--- config.mk ---
export PLATFORM = sky130hd
export DESIGN_NAME = shift_cmd_sequencer_flat
export DESIGN_NICKNAME = d
export VERILOG_FILES = /design/src/rtl/shift_cmd_sequencer_if.sv /design/src/rtl/shift_cmd_sequencer.sv /design/src/flat_wrapper.sv
export SDC_FILE = /design/constraint.sdc
export NUM_CORES = 1
export LEC_CHECK = 0
export ABC_CLOCK_PERIOD_IN_PS = 1800
export BUFFER_PORTS_ARGS = -buffer_cell sky130_fd_sc_hd__buf_2
export CAP_MARGIN = 25
export CORE_ASPECT_RATIO = 1.1
export CORE_MARGIN = 3
export CORE_UTILIZATION = 30
export DETAILED_ROUTE_END_ITERATION = 7
export PLACE_DENSITY_LB_ADDON = 0.12
export SETUP_SLACK_MARGIN = 0.4
export SLEW_MARGIN = 10
export SYNTH_ARGS = -nofsm -noshare
export SYNTH_HDL_FRONTEND = slang
export SYNTH_SLANG_ARGS = --single-unit
--- constraint.sdc ---
create_clock -name clk -period 1.8 [get_ports clk]
set_input_delay 0 -clock clk [delete_from_list [all_inputs] [get_ports clk]]
set_output_delay 0 -clock clk [all_outputs]
set_load 0.005 [all_outputs]
--- src/rtl/shift_cmd_sequencer_if.sv ---
// Command channel into the shift-register sequencer: one command per
// valid/ready handshake. The master drives the command fields and the slave
// (the sequencer) answers with ready.
interface shift_cmd_sequencer_if #(
  parameter int WIDTH = 4,
  parameter int CNT_W = 4
);
  logic             cmd_valid;
  logic             cmd_ready;
  logic [1:0]       cmd_op;
  logic [CNT_W-1:0] cmd_count;
  logic             cmd_fill;
  logic [WIDTH-1:0] cmd_data;

  modport master (
    output cmd_valid, cmd_op, cmd_count, cmd_fill, cmd_data,
    input  cmd_ready
  );

  modport slave (
    input  cmd_valid, cmd_op, cmd_count, cmd_fill, cmd_data,
    output cmd_ready
  );
endinterface

--- src/rtl/shift_cmd_sequencer.sv ---
// Command-driven controller for a 4-bit universal shift register.
// A command (load, shift right N, shift left N, hold N) is latched on the
// handshake and replayed onto the register's mode/serial/parallel inputs for
// exactly the commanded number of enabled cycles, followed by one DONE cycle.
// Everything freezes while ena is low, matching the register's own enable,
// so the number of applied operations is exact.
module shift_cmd_sequencer #(
  parameter int WIDTH = 4,
  parameter int CNT_W = 4
) (
  input  logic                 clk,
  input  logic                 rst,
  input  logic                 ena,
  shift_cmd_sequencer_if.slave cmd,
  output logic [1:0]           sr_mode,
  output logic                 sr_sin_left,
  output logic                 sr_sin_right,
  output logic [WIDTH-1:0]     sr_pdata,
  output logic                 busy,
  output logic                 done
);

  localparam logic [1:0] OP_HOLD  = 2'b00;
  localparam logic [1:0] OP_SR    = 2'b01;
  localparam logic [1:0] OP_SL    = 2'b10;
  localparam logic [1:0] OP_LOAD  = 2'b11;

  typedef enum logic [1:0] {
    IDLE = 2'b00,
    LOAD = 2'b01,
    RUN  = 2'b10,
    DONE = 2'b11
  } state_t;

  state_t           state;
  state_t           state_next;
  logic [CNT_W-1:0] remaining;
  logic [1:0]       op_q;
  logic             fill_q;
  logic [WIDTH-1:0] data_q;
  logic             accept;

  // Handshake: ready only in IDLE with the register enabled and out of reset.
  always_comb begin
    cmd.cmd_ready = (state == IDLE) && ena && !rst;
    accept        = cmd.cmd_valid && cmd.cmd_ready;
  end

  // Next-state selection; a zero-count non-load command skips straight to DONE.
  always_comb begin
    state_next = state;
    case (state)
      IDLE: begin
        if (accept) begin
          if (cmd.cmd_op == OP_LOAD) begin
            state_next = LOAD;
          end else if (cmd.cmd_count != '0) begin
            state_next = RUN;
          end else begin
            state_next = DONE;
          end
        end
      end
      LOAD: state_next = DONE;
      RUN: begin
        if (remaining <= CNT_W'(1)) begin
          state_next = DONE;
        end
      end
      DONE: state_next = IDLE;
      default: state_next = IDLE;
    endcase
  end

  // State register; advances only on enabled edges.
  always_ff @(posedge clk or posedge rst) begin
    if (rst) begin
      state <= IDLE;
    end else if (ena) begin
      state <= state_next;
    end
  end

  // Latched command fields and the remaining-cycle counter.
  always_ff @(posedge clk or posedge rst) begin
    if (rst) begin
      remaining <= '0;
      op_q      <= OP_HOLD;
      fill_q    <= 1'b0;
      data_q    <= '0;
    end else if (ena) begin
      if (accept) begin
        remaining <= cmd.cmd_count;
        op_q      <= cmd.cmd_op;
        fill_q    <= cmd.cmd_fill;
        data_q    <= cmd.cmd_data;
      end else if (state == RUN) begin
        remaining <= remaining - CNT_W'(1);
      end
    end
  end

  // Register-facing outputs decode from state and latched fields only.
  always_comb begin
    sr_mode      = OP_HOLD;
    sr_sin_left  = 1'b0;
    sr_sin_right = 1'b0;
    sr_pdata     = '0;
    busy         = 1'b0;
    done         = 1'b0;
    case (state)
      LOAD: begin
        busy     = 1'b1;
        sr_mode  = OP_LOAD;
        sr_pdata = data_q;
      end
      RUN: begin
        busy         = 1'b1;
        sr_mode      = op_q;
        sr_sin_left  = (op_q == OP_SR) ? fill_q : 1'b0;
        sr_sin_right = (op_q == OP_SL) ? fill_q : 1'b0;
      end
      DONE: begin
        busy = 1'b1;
        done = 1'b1;
      end
      default: begin
        busy = 1'b0;
      end
    endcase
  end

endmodule

--- src/flat_wrapper.sv ---
// flat-port wrapper written by rule: the top's interface ports become plain ports
module shift_cmd_sequencer_flat 
#(
  parameter int WIDTH = 4,
  parameter int CNT_W = 4
)
  (clk, rst, ena, sr_mode, sr_sin_left, sr_sin_right, sr_pdata, busy, done, cmd_cmd_valid, cmd_cmd_op, cmd_cmd_count, cmd_cmd_fill, cmd_cmd_data, cmd_cmd_ready);
  shift_cmd_sequencer_if #(.WIDTH(WIDTH), .CNT_W(CNT_W)) cmd_i ();
  input  logic clk;
  input  logic rst;
  input  logic ena;
  output logic [1:0] sr_mode;
  output logic sr_sin_left;
  output logic sr_sin_right;
  output logic [WIDTH-1:0] sr_pdata;
  output logic busy;
  output logic done;
  input wire logic [$bits(cmd_i.cmd_valid)-1:0] cmd_cmd_valid;
  input wire logic [$bits(cmd_i.cmd_op)-1:0] cmd_cmd_op;
  input wire logic [$bits(cmd_i.cmd_count)-1:0] cmd_cmd_count;
  input wire logic [$bits(cmd_i.cmd_fill)-1:0] cmd_cmd_fill;
  input wire logic [$bits(cmd_i.cmd_data)-1:0] cmd_cmd_data;
  output wire logic [$bits(cmd_i.cmd_ready)-1:0] cmd_cmd_ready;
  assign cmd_i.cmd_valid = cmd_cmd_valid;
  assign cmd_i.cmd_op = cmd_cmd_op;
  assign cmd_i.cmd_count = cmd_cmd_count;
  assign cmd_i.cmd_fill = cmd_cmd_fill;
  assign cmd_i.cmd_data = cmd_cmd_data;
  assign cmd_cmd_ready = cmd_i.cmd_ready;
  shift_cmd_sequencer #(.WIDTH(WIDTH), .CNT_W(CNT_W)) u_core (.clk(clk), .rst(rst), .ena(ena), .cmd(cmd_i), .sr_mode(sr_mode), .sr_sin_left(sr_sin_left), .sr_sin_right(sr_sin_right), .sr_pdata(sr_pdata), .busy(busy), .done(done));
endmodule
==> results of run 1 <==
==> how the worst max path moves through the flow <==
stage / startpoint / to / slack (ns) / depth (start not counted)
after global routing: u_core.state[0]$_DFFE_PP0P_ / sr_sin_right / 0.28 / 5
after detailed placement: u_core.remaining[0]$_DFFE_PP0P_ / u_core.state[0]$_DFFE_PP0P_ / 0.26 / 6
after floorplan: u_core.remaining[0]$_DFFE_PP0P_ / u_core.state[0]$_DFFE_PP0P_ / 0.39 / 6
after CTS: u_core.remaining[1]$_DFFE_PP0P_ / u_core.state[0]$_DFFE_PP0P_ / 0.29 / 6
final: u_core.remaining[0]$_DFFE_PP0P_ / u_core.state[0]$_DFFE_PP0P_ / 0.36 / 6
after global placement: u_core.remaining[0]$_DFFE_PP0P_ / u_core.state[0]$_DFFE_PP0P_ / 0.25 / 6
==> power breakdown <==
part,internal (uW),switching [uW]
clock,82.5,102
combinational,633,492
sequential,444,132
total,1160,726
==> registers in the layout (all words and copies together), names as in the netlist <==
signal and flops:
u_core.state 2, u_core.op_q 2, u_core.data_q 4, u_core.remaining 4
u_core.fill_q 1
==> routing by layer <==
metal  vias to the layer above  global-route usage  part of all wire
li1                        358                   -                 -
met3                         4             0.02766             0.042
met4                         0             0.07292             0.020
met2                        19              0.2179              0.50
met5                         -                   0                 0
met1                       332              0.1470              0.44
==> layout make-up <==
class                      count  area share
multi-input combinational     53      0.4138
timing repair buffer          50      0.2689
sequential                    13      0.2472
tap                           31     0.02936
inverter                       7     0.01989
clock buffer                   3     0.01705
clock inverter                 1    0.003788
==> metrics by stage <==
stage | setup WS (ns) | utilization | area (um2)
after global placement | 0.2517 | 0.3832 | 974.7
final | 0.3561 | 0.5194 | 1321
after global routing | 0.2812 | 0.5194 | 1321
after floorplan | 0.3930 | - | 814.5
after detailed placement | 0.2586 | 0.3832 | 974.7
after CTS | 0.2931 | 0.4879 | 1241
==> worst max-delay path, cell delays in order, from the launching register on <==
cell     delay [ns]
dfrtp_2        0.43
inv_2          0.08
ha_4           0.14
nor2_2         0.04
o31ai_2        0.20
nand3_2        0.13
mux2_4         0.31
==> logic make-up (layout without fill, tap and decap cells) <==
| kind of cell | count (synthesis) | after routing | share of synthesized area |
|---|---|---|---|
| XOR/XNOR | 3 | 3 | 0.03226 |
| multiplexers | 10 | 10 | 0.1567 |
| flip-flops | 13 | 13 | 0.3994 |
| adder cells (fa/ha/maj) | 7 | 7 | 0.1075 |
| buffers and inverters | 8 | 61 | 0.04609 |
| AND/OR/NAND/NOR | 23 | 23 | 0.1905 |
| AO/OA/AOI/OAI | 10 | 10 | 0.06758 |
==> cell usage in the layout (no fill, tap or decap), drive strengths merged <==
cell type    instances
and3                 1
nor3b                2
inv                  7
xnor2                2
clkinv               1
clkbuf               3
o21ai                2
or4                  1
nor2                 5
xor2                 1
o31ai                1
dlygate4sd3         12
buf                 38
mux2                10
nand4                1
dfrtp               13
a31oi                2
nand3                2
ha                   7
nor2b                2
nor4                 1
and2                 4
nand2                4
a21oi                5
==> repair_timing <==
item                                    in CTS  in global routing
buffers inserted                            10                  2
hold buffers                                12                  0
endpoints found under the setup margin      15                 21
hold endpoints to repair                    24                  0
cloned                                       0                  0
resized for setup                            9                 16
pin swaps                                    3                  7
==> run_results.csv, run 1 <==
group,metric,value,unit
run_status,status,"finished, final reports clean",
yosys,netlist_instances,74,
place,dp_cells,130,
floorplan,io_pins,26,
finish,layout-drive-gt1-share,0.5669,
clock_network,clock_path_buffers,2,
routing,wirelength,2030,um
yosys,ys_ff_latch,13,
critical_path,worstReg2RegEnd,"u_core.state[0]$_DFFE_PP0P_",
power_and_ir_drop,power_density,1427,mW/mm2
finish,n_fill_cell,230,
grt,grt_usage,0.1260,
finish,finalNetCount,150,
clock_network,cts_max_level,1,
yosys,synth_area_leaders,"dfrtp_1, ha_1, mux2_4",
finish,areaGrowthSynthToFinish,62.21,%
clock_network,cts_made_buffers,3,
yosys,synth_most_common_cell,"dfrtp_1",
timing,period_needed,1.444,ns
routing,wl_per_cell,12.85,um
floorplan,die_x,55.68,um
worst_hold_path,hp-class,"primary input to register",
yosys,syn_area_per_cell,11.01,um2
routing,via_count,713,
worst_hold_path,min_path_cells,3,
timing,fin_skew,0.002027,ns
finish,instances_no_fill,158,
timing,whs,0.1652,ns
clock_network,tritoncts,"built",
worst_hold_path,min_from,"ena",
timing,worstMarginPinSlew,0.2372,ns
timing,final_hold_viol_count,0,
grt,grt_max_degree,15,
yosys,mappedNetlistNets,96,
grt,overflow,0,
routing,drt_iter0_markers,11,
yosys,synthFlopType,"dfrtp_1",
floorplan,fp.dieH,60.65,um
floorplan,die_area,0.003377,mm2
timing,finalCritPeriodShare,0.8022,
grt,grt_pass1_wl,3132,um
yosys,synth_edf_count,0,
critical_path,crit_arrival,1.62,ns
yosys,netlist_area,814.5,um2
critical_path,worstPathRequired,1.97,ns
job,drv_cap,0,
place,portBuffers,25,
timing,setup_viol,0,
clock_network,insertion_delay,0.28,ns
yosys,synth_seq_area_share,0.3994,
power_and_ir_drop,vdd_drop_max,0.0007554,V
yosys,synth_top_area_share,0.3994,
critical_path,path_class,"register to register",
place,gp_congestion,0.7146,
floorplan,fp.coreArea,0.002544,mm2
yosys,ys_types,24,
timing,drv_slew,0,
yosys,synth_top_cell_by_area,"dfrtp_1",
power_and_ir_drop,power,1886,uW
critical_path,r2r_cells,6,
routing,vias_per_cell,4.513,
floorplan,initial_core_util,0.3202,
timing,rsz0062_at_grt,"yes",
routing,ant_nets,0,
place,dp_hpwl,1371,um
critical_path,endpoint_kind,"register",
critical_path,path_max_fanout,3,
clock_network,cts-root-buf,"clkbuf_4",
critical_path,r2r_slack,0.36,ns
clock_network,cts_sinks,13,
routing,dr.pass1.iters,4,
yosys,async_flop_share,1.000,
routing,drc,0,
power_and_ir_drop,p_leak,0.0006425,uW
finish,regArea,326.6,um2
yosys,ys.warnings.count,0,
yosys,synth_common_cells,"dfrtp_1, ha_1, inv_1",
timing,tns,0,ns
critical_path,r2r-start,"u_core.remaining[0]$_DFFE_PP0P_",
clock_network,clk_pin_slew,0.08,ns
timing,fmaxAchievable,692.6,MHz
finish,multi_input_area,546.8,um2
timing,slew_headroom,0.8402,
critical_path,cp-start-kind,"register",
grt,antenna_found_initial,0,
finish,diodes,0,
grt,grt_pass1_vias,705,
floorplan,rows,19,
worst_hold_path,min_to,"u_core.state[0]$_DFFE_PP0P_",
Power figures use the tool's default switching activity.
==> run 2, diff against run 1 <==
ABC_CLOCK_PERIOD_IN_PS = 1500   (was 1800)
clock period = 1.5 ns   (was 1.8 ns; I/O delays follow)
==> run 2 against run 1 <==
  * Setup slack worse by 0.30 ns
  * Non-clock buffer count increased by 2
  * Register-to-register slack got worse by 0.28 ns
  * Final cell count grew 1.9%
  * Sequential share of layout area decreased by 3.5 points
==> run_results.csv, run 2 (synthesis results as in run 1) <==
group,metric,value,unit
run_status,status,"finished, final reports clean",
clock_network,cts-root-buf,"clkbuf_4",
routing,vias_per_cell,4.646,
routing,via_count,748,
place,dp_cells,134,
grt,grt_pass1_wl,3588,um
routing,wl_met1,955,um
timing,setup_viol,0,
finish,layout_common_cells,"buf_2, dfrtp_1, buf_6",
critical_path,path_class,"register to output pin",
critical_path,endpoint_kind,"output pin",
timing,final_hold_viol_count,0,
job,drv_cap,0,
finish,diodes,0,
finish,layout-drive-gt1-share,0.6692,
clock_network,insertion_delay,0.29,ns
floorplan,fp.dieH,60.65,um
critical_path,worstPathRequired,1.50,ns
routing,wirelength,2358,um
floorplan,die_x,55.68,um
timing,worstMarginPinSlew,0.6131,ns
routing,wl_met3,106,um
clock_network,clk_pin_slew,0.09,ns
routing,top_layer_used,"met4",
power_and_ir_drop,vdd_drop_max,0.001065,V
critical_path,worst_path_max_delay_cell,"dfrtp_1",
timing,slew_headroom,0.5913,
timing,drv_slew,0,
place,dp_hpwl,1347,um
timing,fmaxAchievable,691.5,MHz
finish,finish.utilization,0.6035,
finish,instances_no_fill,161,
clock_network,clock_path_buffers,2,
critical_path,max_stage_delay,0.41,ns
finish,n_fill_cell,213,
floorplan,io_pins,26,
finish,finalNetCount,153,
grt,antenna_found_initial,0,
finish,areaGrowthSynthToFinish,88.48,%
clock_network,cts_max_level,1,
grt,overflow,0,
timing,period_needed,1.446,ns
routing,wl_per_cell,14.65,um
power_and_ir_drop,power_density,1872,mW/mm2
routing,dr.pass1.iters,4,
power_and_ir_drop,p_leak,0.0007283,uW
timing,finalCritPeriodShare,0.9641,
routing,drc,0,
grt,grt_usage,0.1393,
floorplan,fp.coreArea,0.002544,mm2
routing,dr_wl_met2,1270,um
clock_network,tritoncts,"built",
critical_path,r2r_slack,0.08,ns
critical_path,cp-start-kind,"register",
finish,reg_top3,"u_core.data_q (4), u_core.remaining (4)",
timing,fin_skew,0.001261,ns
clock_network,cts_made_buffers,3,
place,gp_congestion,0.6607,
critical_path,crit_chain,"inv_2 > ha_4 > nand2_4 > nor3b_2 > buf_2",
routing,ant_nets,0,
critical_path,crit_arrival,1.45,ns
clock_network,cts_sinks,13,
floorplan,rows,19,
worst_hold_path,hp-class,"primary input to register",
floorplan,die_area,0.003377,mm2
grt,grt_max_degree,14,
routing,drt_iter0_markers,7,
critical_path,path_max_fanout,6,
grt,grt_pass1_vias,812,
finish,final_common_cell,"buf_2",
place,portBuffers,25,
floorplan,initial_core_util,0.3202,
timing,rsz0062_at_grt,"yes",
==> run 2: metal layers <==
| layer | global-route usage | vias up |
|---|---|---|
| met4 | 0.06250 | 0 |
| li1 | - | 369 |
| met2 | 0.2669 | 21 |
| met3 | 0.02340 | 4 |
| met1 | 0.1535 | 354 |
| met5 | 0 | - |
==> run 2: timing repair <==
action	in CTS	in global routing
hold buffers	12	0
endpoints found under the setup margin	24	24
hold endpoints to repair	24	0
gates cloned	0	1
resized for setup	20	32
pin swaps	9	13
buffers inserted	7	3
==> run 2: final cells by class <==
class,instances,area (um2),area share
tap,31,38.79,0.02526
inverter,7,26.28,0.01711
timing repair buffer,52,442.9,0.2885
sequential,13,325.3,0.2119
clock inverter,1,5.005,0.003260
multi-input combinational,54,674.4,0.4393
clock buffer,3,22.52,0.01467
==> run 2: final timing paths <==
kind | start | end | cells after the start
max | u_core.state[0]$_DFFE_PP0P_ | sr_sin_right | 5
max reg2reg | u_core.state[0]$_DFFE_PP0P_ | u_core.state[1]$_DFFE_PP0P_ | 5
min | cmd_cmd_valid | u_core.data_q[2]$_DFFE_PP0P_ | 3
min reg2reg | u_core.data_q[1]$_DFFE_PP0P_ | u_core.data_q[1]$_DFFE_PP0P_ | 1
min in group asynchronous | rst | u_core.remaining[0]$_DFFE_PP0P_ | 4
max in group asynchronous | rst | u_core.fill_q$_DFFE_PP0P_ | 4
==> run 2: metrics by stage <==
stage          area (um2)  worst slack, ns  TNS (ns)  total power [uW]  hold WS [ns]
4_1_cts              1356          0.02565         0              2434        0.1816
5_1_grt              1535         -0.05879  -0.06906              3077        0.1895
3_5_place_dp         1035          0.04011         0              1743       0.09929
6_report             1535          0.05387         0              2873        0.1803
3_3_place_gp         1035          0.08234         0              1725       0.09131
2_1_floorplan       844.6          0.09301         0              1390      -0.08759
==> run 2: power breakdown <==
group | total [uW] | internal (uW) | switching, uW | leakage, uW
Combinational | 1940 | 1180 | 761 | 0.000556
Sequential | 705 | 530 | 175 | 0.000155
Clock | 232 | 99.2 | 133 | 0.0000177
Total | 2870 | 1800 | 1070 | 0.000728
==> run 2: critical path: cells and delay by family (launching register included) <==
| family | cells | cell delay, ns |
|---|---|---|
| buf+inv | 2 | 0.26 |
| flops | 1 | 0.41 |
| simple gates | 2 | 0.24 |
| fa+ha+maj | 1 | 0.24 |
==> run 3, diff against run 2 <==
--- a/config.mk
+++ b/config.mk
@@ -13,4 +13,5 @@
 export CORE_UTILIZATION = 30
+export CTS_CLUSTER_DIAMETER = 100
 export DETAILED_ROUTE_END_ITERATION = 7
-export PLACE_DENSITY_LB_ADDON = 0.12
+export PLACE_DENSITY_LB_ADDON = 0.1
 export SETUP_SLACK_MARGIN = 0.4
--- a/constraint.sdc
+++ b/constraint.sdc
@@ -3,2 +3,2 @@
 set_output_delay 0 -clock clk [all_outputs]
-set_load 0.005 [all_outputs]
+set_load 0.1 [all_outputs]
==> run 3 against run 2 <==
  * Fmax shrank 2.5%
  * Via count shrank 0.80%
  * Clock-buffer cell count is the same
  * First-iteration DRC count grew 43%
  * Power grew 36%
  * Utilization grew 3.6 points
  * Clock power shrank 5%
  * Final cell count shrank 1.2%
  * Worst hold slack gained 0.0048 ns
  * Critical endpoint is now u_core.state[0]$_DFFE_PP0P_
  * Highest routed layer unchanged
==> run_results.csv, run 3 (synthesis results as in run 1) <==
group,metric,value,unit
run_status,status,"finished, final reports clean",
floorplan,die_x,55.68,um
power_and_ir_drop,vdd_drop_max,0.001674,V
critical_path,r2r_slack,0.02,ns
grt,overflow,0,
floorplan,fp.dieH,60.65,um
clock_network,cts_sinks,13,
timing,tns,0,ns
place,gp_congestion,0.7106,
floorplan,rows,19,
finish,layout-drive-gt1-share,0.6641,
critical_path,cp-start-kind,"register",
routing,dr.pass1.iters,4,
routing,wl_met3,78,um
clock_network,cts_max_level,1,
finish,layout_common_cells,"buf_2, dfrtp_1, dlygate4sd3_1, buf_12, buf_4",
finish,finalNetCount,151,
timing,slew_headroom,0.5937,
timing,drv_slew,0,
timing,rsz0062_at_grt,"yes",
routing,via_count,742,
floorplan,io_pins,26,
timing,whs,0.1851,ns
place,dp_slack,0.03006,ns
clock_network,clock_path_buffers,2,
timing,final_hold_viol_count,0,
grt,antenna_found_initial,0,
routing,top_layer_used,"met4",
timing,fmaxAchievable,674.1,MHz
critical_path,worstPathRequired,1.67,ns
routing,vias_per_cell,4.667,
critical_path,endpoint_kind,"register",
job,drv_cap,0,
clock_network,cts-root-buf,"clkbuf_4",
floorplan,fp.coreArea,0.002544,mm2
worst_hold_path,hp-class,"primary input to register",
finish,n_fill_cell,196,
place,dpl_cell_area,0.001239,mm2
routing,wl_met1,853,um
critical_path,path_max_fanout,3,
timing,finalCritPeriodShare,0.9889,
routing,dr_wl_met2,1103,um
critical_path,path_class,"register to register",
critical_path,crit_arrival,1.65,ns
timing,setup_viol,0,
power_and_ir_drop,power_density,2396,mW/mm2
timing,fin_skew,0.002497,ns
routing,ant_nets,0,
grt,grt_pass1_wl,3077,um
finish,instances_no_fill,159,
grt,grt_pass1_vias,718,
grt,grt_usage,0.1216,
routing,wirelength,2078,um
clock_network,insertion_delay,0.28,ns
grt,grt_max_degree,14,
clock_network,clk_pin_slew,0.08,ns
finish,final_common_cell,"buf_2",
clock_network,tritoncts,"built",
routing,wl_per_cell,13.07,um
finish,diodes,0,
floorplan,die_area,0.003377,mm2
place,dp_hpwl,1376,um
routing,drt_iter0_markers,10,
place,portBuffers,25,
power_and_ir_drop,p_leak,0.0007361,uW
floorplan,initial_core_util,0.3202,
place,dp_cells,135,
timing,period_needed,1.483,ns
finish,areaGrowthSynthToFinish,99.69,%
finish,reg_top3,"u_core.data_q (4), u_core.remaining (4)",
timing,setup_ws,0.01660,ns
routing,drc,0,
finish,design_area,0.001627,mm2
timing,worstMarginPinSlew,0.6095,ns
clock_network,cts_made_buffers,3,
[run 3: changes by cell type in the layout (fill, tap and decap cells not counted), moves of 5 or more]
cell / previous run / this run
buf_6: 12 / 2
buf_2: 20 / 14
buf_12: 2 / 11
buf_4: 6 / 11
[run 3: path summary, 6_finish.rpt]
kind                                                 to  cells past startpoint                            start
min reg2reg                u_core.data_q[0]$_DFFE_PP0P_                      1     u_core.data_q[0]$_DFFE_PP0P_
max                         u_core.state[0]$_DFFE_PP0P_                      6  u_core.remaining[0]$_DFFE_PP0P_
max reg2reg                 u_core.state[0]$_DFFE_PP0P_                      6  u_core.remaining[0]$_DFFE_PP0P_
min                          u_core.op_q[1]$_DFFE_PP0P_                      3                    cmd_cmd_valid
min in group asynchronous   u_core.state[1]$_DFFE_PP0P_                      4                              rst
max in group asynchronous  u_core.data_q[2]$_DFFE_PP0P_                      4                              rst
[run 3: metrics by stage]
step,util,power (uW)
2_1_floorplan,-,2334
5_1_grt,0.6394,4082
3_5_place_dp,0.4870,3032
6_report,0.6394,3897
4_1_cts,0.5730,3499
3_3_place_gp,0.4870,3001
[run 3: cell type report]
cell class              count  area [um2]  share of cell area
multi-input cells          54       686.9              0.4223
repair buffers             50       518.0              0.3185
flip-flops and latches     13       325.3              0.2000
well taps                  31       38.79             0.02385
inverters                   7       30.03             0.01846
clock buffers               3       22.52             0.01385
clock inverters             1       5.005            0.003077
[run 3: timing repair]
item	CTS	global route
hold endpoints to repair	24	0
gates resized for setup	17	21
setup endpoints to repair	24	24
cloned	0	1
pin swaps	2	5
buffers inserted	1	6
hold buffers	12	0
[run 3: critical path: stages, from the launching register on]
cell and delay [ns]:
dfrtp_1 0.44, inv_2 0.10, ha_4 0.14, nor2_4 0.04
o31ai_4 0.21, nand3_2 0.12, mux2_4 0.31
[run 3: layer usage]
layer | global-route usage | vias up
met5 | 0 | -
met4 | 0.07292 | 0
met3 | 0.01489 | 4
met2 | 0.2297 | 19
met1 | 0.1331 | 350
li1 | - | 369
[run 3: power breakdown]
part	switching [uW]	internal [uW]
logic	1580	1380
registers	186	529
clock network	122	98.9
total	1890	2010
